File: config.mk
export PLATFORM = sky130hd
export DESIGN_NAME = and_operand_fifo
export DESIGN_NICKNAME = d
export VERILOG_FILES = /design/src/rtl/and_pkg.sv /design/src/rtl/and_operand_fifo.sv
export SDC_FILE = /design/constraint.sdc
export NUM_CORES = 1
export LEC_CHECK = 0
export CORE_MARGIN = 2
export CORE_UTILIZATION = 40
export DETAILED_ROUTE_END_ITERATION = 10
export PLACE_DENSITY = 0.6
export SLEW_MARGIN = 20
export SYNTH_ARGS = -nofsm -noshare
export SYNTH_HDL_FRONTEND = slang
export SYNTH_SLANG_ARGS = --single-unit
File: constraint.sdc
create_clock -name i_clk -period 2.5 [get_ports i_clk]
set_input_delay 0.375 -clock i_clk [delete_from_list [all_inputs] [get_ports i_clk]]
set_output_delay 0.375 -clock i_clk [all_outputs]
set_load 0.05 [all_outputs]
File: src/rtl/and_pkg.sv
// ---------------------------------------------------------------------------
// and_pkg
//  Shared types for the 4-bit AND datapath stage and its operand FIFO.
//   AND_W      : operand width of the AND stage
//   operand_t  : one operand
//   and_pair_t : one (a,b) operand pair as stored in the FIFO
// ---------------------------------------------------------------------------
package and_pkg;
    localparam int AND_W = 4;

    typedef logic [AND_W-1:0] operand_t;

    typedef struct packed {
        operand_t a;
        operand_t b;
    } and_pair_t;
endpackage

File: src/rtl/and_operand_fifo.sv
// ---------------------------------------------------------------------------
// and_operand_fifo
//  First-word fall-through FIFO of operand pairs (a,b) in front of the 4-bit
//  AND stage. The producer pushes with valid/ready; the head pair drives the
//  AND stage operands, which pops it with i_out_ready.
//
//  Optional feature: define AND_FIFO_STATS_EN to add the statistics ports
//  o_drop_cnt and o_max_count. Without the macro those ports do not exist.
//
//  Ports
//   i_clk         rising-edge clock
//   i_rst         synchronous reset, active-high
//   i_in_valid    upstream pair valid
//   o_in_ready    FIFO can accept a pair this cycle
//   i_in_a/i_in_b operands to store
//   o_out_valid   head pair present
//   i_out_ready   AND stage consumes the head this cycle
//   o_out_a/o_out_b head operands (0 when empty)
//   o_count       occupancy 0..DEPTH
//   o_drop_cnt    (stats) cycles with in_valid & !in_ready, saturating at 255
//   o_max_count   (stats) high-water occupancy
//
//  DATA_W must equal and_pkg::AND_W since entries are stored as and_pair_t.
// ---------------------------------------------------------------------------
module and_operand_fifo
    import and_pkg::*;
#(
    parameter int DATA_W = AND_W,
    parameter int DEPTH  = 4
) (
    input  logic                       i_clk,
    input  logic                       i_rst,
    input  logic                       i_in_valid,
    output logic                       o_in_ready,
    input  logic [DATA_W-1:0]          i_in_a,
    input  logic [DATA_W-1:0]          i_in_b,
    output logic                       o_out_valid,
    input  logic                       i_out_ready,
    output logic [DATA_W-1:0]          o_out_a,
    output logic [DATA_W-1:0]          o_out_b,
    output logic [$clog2(DEPTH):0]     o_count
`ifdef AND_FIFO_STATS_EN
    ,
    output logic [7:0]                 o_drop_cnt,
    output logic [$clog2(DEPTH):0]     o_max_count
`endif
);
    localparam int PW = $clog2(DEPTH);
    localparam int CW = PW + 1;
    localparam logic [CW-1:0] FULL_CNT = CW'(DEPTH);

    and_pair_t        r_mem [DEPTH];
    logic [PW-1:0]    r_wr_ptr;
    logic [PW-1:0]    r_rd_ptr;
    logic [CW-1:0]    r_count;

    logic             w_full;
    logic             w_push;
    logic             w_pop;
    logic [CW-1:0]    w_count_nxt;
    and_pair_t        w_head;

    assign w_full      = (r_count == FULL_CNT);
    // Gated by i_rst so nothing is accepted while reset is held.
    assign o_in_ready  = !w_full && !i_rst;
    assign o_out_valid = (r_count != '0);
    assign w_push      = i_in_valid && o_in_ready;
    assign w_pop       = o_out_valid && i_out_ready;

    always_comb begin
        w_count_nxt = r_count;
        if (w_push && !w_pop)
            w_count_nxt = r_count + CW'(1);
        else if (!w_push && w_pop)
            w_count_nxt = r_count - CW'(1);
    end

    always_ff @(posedge i_clk) begin
        if (i_rst) begin
            r_wr_ptr <= '0;
            r_rd_ptr <= '0;
            r_count  <= '0;
        end else begin
            if (w_push) r_wr_ptr <= r_wr_ptr + PW'(1);
            if (w_pop)  r_rd_ptr <= r_rd_ptr + PW'(1);
            r_count <= w_count_nxt;
        end
    end

    // Storage is intentionally not reset.
    always_ff @(posedge i_clk) begin
        if (w_push && !i_rst) begin
            r_mem[r_wr_ptr].a <= i_in_a;
            r_mem[r_wr_ptr].b <= i_in_b;
        end
    end

    // Fall-through head, forced to zero when empty so the AND stage sees 0.
    assign w_head  = o_out_valid ? r_mem[r_rd_ptr] : '0;
    assign o_out_a = w_head.a;
    assign o_out_b = w_head.b;
    assign o_count = r_count;

`ifdef AND_FIFO_STATS_EN
    logic [7:0]    r_drop_cnt;
    logic [CW-1:0] r_max_count;

    always_ff @(posedge i_clk) begin
        if (i_rst) begin
            r_drop_cnt  <= '0;
            r_max_count <= '0;
        end else begin
            if (i_in_valid && !o_in_ready && r_drop_cnt != 8'hFF)
                r_drop_cnt <= r_drop_cnt + 8'd1;
            // Track the post-edge occupancy so the peak shows without lag.
            if (w_count_nxt > r_max_count)
                r_max_count <= w_count_nxt;
        end
    end

    assign o_drop_cnt  = r_drop_cnt;
    assign o_max_count = r_max_count;
`endif

endmodule
==> out/metrics.cfg <==
[die]
rows = 23
initial_core_util = 0.421
core_um2 = 4030
ioPinCount = 25
die_y_um = 69.1
die_w_um = 69.1
dieArea_um2 = 4780

[clock_tree]
postCtsSetupBuffers = 0
cts_resized = 0
clk_latency_ns = 0.28
cts_hold_buf = 0
clk_pin_slew_ns = 0.08
numCtsBuffers = 5
cts_root_buf = clkbuf_8
cts_tree = yes
cts_num_sinks = 41
clock_path_buffers = 2
htreeDepth = 2

[yosys]
yosys.cell_types.count = 25
syn_nets = 117
synth.area.top_cells = edfxtp_1 (57%), dfxtp_1 (11%), mux4_2 (11%)
synth_top_area_share = 0.566
synth_seq_cells = 41
yosysWarnings = 0
syn-mean-instance-area_um2 = 17.1
synth-seq-area-share = 0.673
synth_top_area_cell = edfxtp_1
postSynthCellCount = 99
syn-cell-area_um2 = 1700

[finish]
final_common_cell = edfxtp_1
syn2layout_area_growth_pct = 23.2
nNetsFinal = 148
stdcell_area_um2 = 2090
diodes = 0
utilization = 0.519
layout-drive-gt1-share = 0.298
mostFrequentLayoutCells = edfxtp_1 (32), clkdlybuf4s50_1 (14), buf_4 (14)

[pwr]
peakVddDrop_uv = 494
p_leak_nw = 0.742
powerDensity_nw_per_um2 = 1110

[drt]
drc = 0
routedWlPerCell_um = 15.0
num_vias = 881
wirelength_mm = 2.72
firstDrtPassIters = 4
viasPerCell = 4.87
drtIter0Drc = 11
final_antenna_net_count = 0

[grt]
grt_pass1_vias = 944
antenna_found_initial = 0
grt_pass1_wl_mm = 4.53
track_usage = 0.124
grt.overflow.total = 0
grt_max_degree = 14

[critical_path]
crit_fanout = 6
cp.arrival_ns = 2.53
critPathLaunchType = flop
end_kind = flop
worstPathRequired_ns = 2.72
crit_type = flop to flop
reg2reg_depth = 7
crit_buf_inv = 1
cp_top_family = adder cells
cp.depth = 7
crit_slowest_cell = o31ai_1
worstPathCellList = o31ai_1, ha_1, inv_1, fa_1, xor2_1, or3_2, a21oi_1
rrSetupSlack_ns = 0.19
cpPeakStageDelay_ns = 0.48

[flow_run]
maxCapViolations = 0

[hold_path]
min_path_type = flop to flop
hold_depth = 2

[timing]
tightest_slew_ns = 0.499
fmax_ghz = 0.433
period_needed_ns = 2.31
slew_viol_final = 0
grt_setup_unrepaired = false
fin_skew_ns = 0.00404
fin_setup_tns_ns = 0
post-route-period-util = 0.923
setup_viol = 0
hold_violations = 0
relSlewSlack = 0.664
whs_ns = 0.524

[placement]
port_buffers = 24
routabilityCongestion = 0.673
place_area_um2 = 1980
hpwl_mm = 1.92

[run_status]
status = completed

registers in the layout (all words and copies together), names as in the netlist, named ones only:
register and flops:
r_wr_ptr 2, r_rd_ptr 2, o_count 3, r_mem 32
cell families after synthesis:
family | synth area share
flip-flops | 0.673
AND/OR/NAND/NOR | 0.0959
multiplexers | 0.127
buffers and inverters | 0.0243
adder cells (fa/ha/maj) | 0.0487
AO/OA/AOI/OAI | 0.0162
XOR/XNOR | 0.0155
stage by stage:
step	std cells	power, W	worst slack (ns)
final	181	0.00232	0.193
after global routing	181	0.00243	0.154
after CTS	181	0.00234	0.222
after detailed placement	173	0.00184	0.0347
after global placement	173	0.00182	0.0890
after floorplan	99	0.00157	0.0860
path summary, 6_finish.rpt:
path | startpoint | end
setup / recovery | o_count[1] | o_count[2]
hold / removal | r_rd_ptr[1] | r_rd_ptr[1]
setup reg to reg | o_count[1] | o_count[2]
hold reg to reg | r_rd_ptr[1] | r_rd_ptr[1]
cell type report:
cell class                 instances  area, µm²
tap                               50       62.6
fill                             356       1940
clock inverter                     3       41.3
timing repair buffer              28        245
clock buffer                       5       68.8
multi-input combinational         50        514
inverter                           4       15.0
sequential                        41       1140
tightest hold or removal path, stage by stage, from the launching register on:
cell     delay [ns]
dfxtp_1        0.32
o21ai_0        0.08
a21oi_1        0.08
synthesized netlist by cell type:
| library cell | number |
|---|---|
| nor3b_2 | 1 |
| nand2_1 | 1 |
| fa_1 | 1 |
| mux4_2 | 8 |
| nor2b_1 | 8 |
| xor2_1 | 3 |
| a21oi_1 | 2 |
| nor3_1 | 1 |
| and2_2 | 4 |
| edfxtp_1 | 32 |
| ha_1 | 5 |
| or3_2 | 1 |
| dfxtp_1 | 9 |
| nor2_1 | 6 |
| o31ai_1 | 1 |
| mux2i_1 | 2 |
| mux2_4 | 1 |
| nand2b_1 | 1 |
| clkbuf_2 | 1 |
| o21ai_0 | 2 |
| inv_1 | 4 |
| buf_2 | 2 |
| buf_6 | 1 |
| or3_1 | 1 |
| nor3b_4 | 1 |
routing by layer:
layer  part of all wire  GRT usage  vias to the layer above
li1                   -          -                      426
met1               0.42      0.142                      437
met5                  0          0                        -
met3              0.043     0.0322                        2
met2               0.53      0.225                       16
met4             0.0055     0.0392                        0
where the power goes:
part	internal [W]	leakage [nW]	switching, W
Combinational	0.000358	0.325	0.000543
Clock	0.000294	0.0518	0.000217
Sequential	0.000822	0.365	0.0000813
Total	0.00147	0.742	0.000842
(Power assumes the default switching activity.)
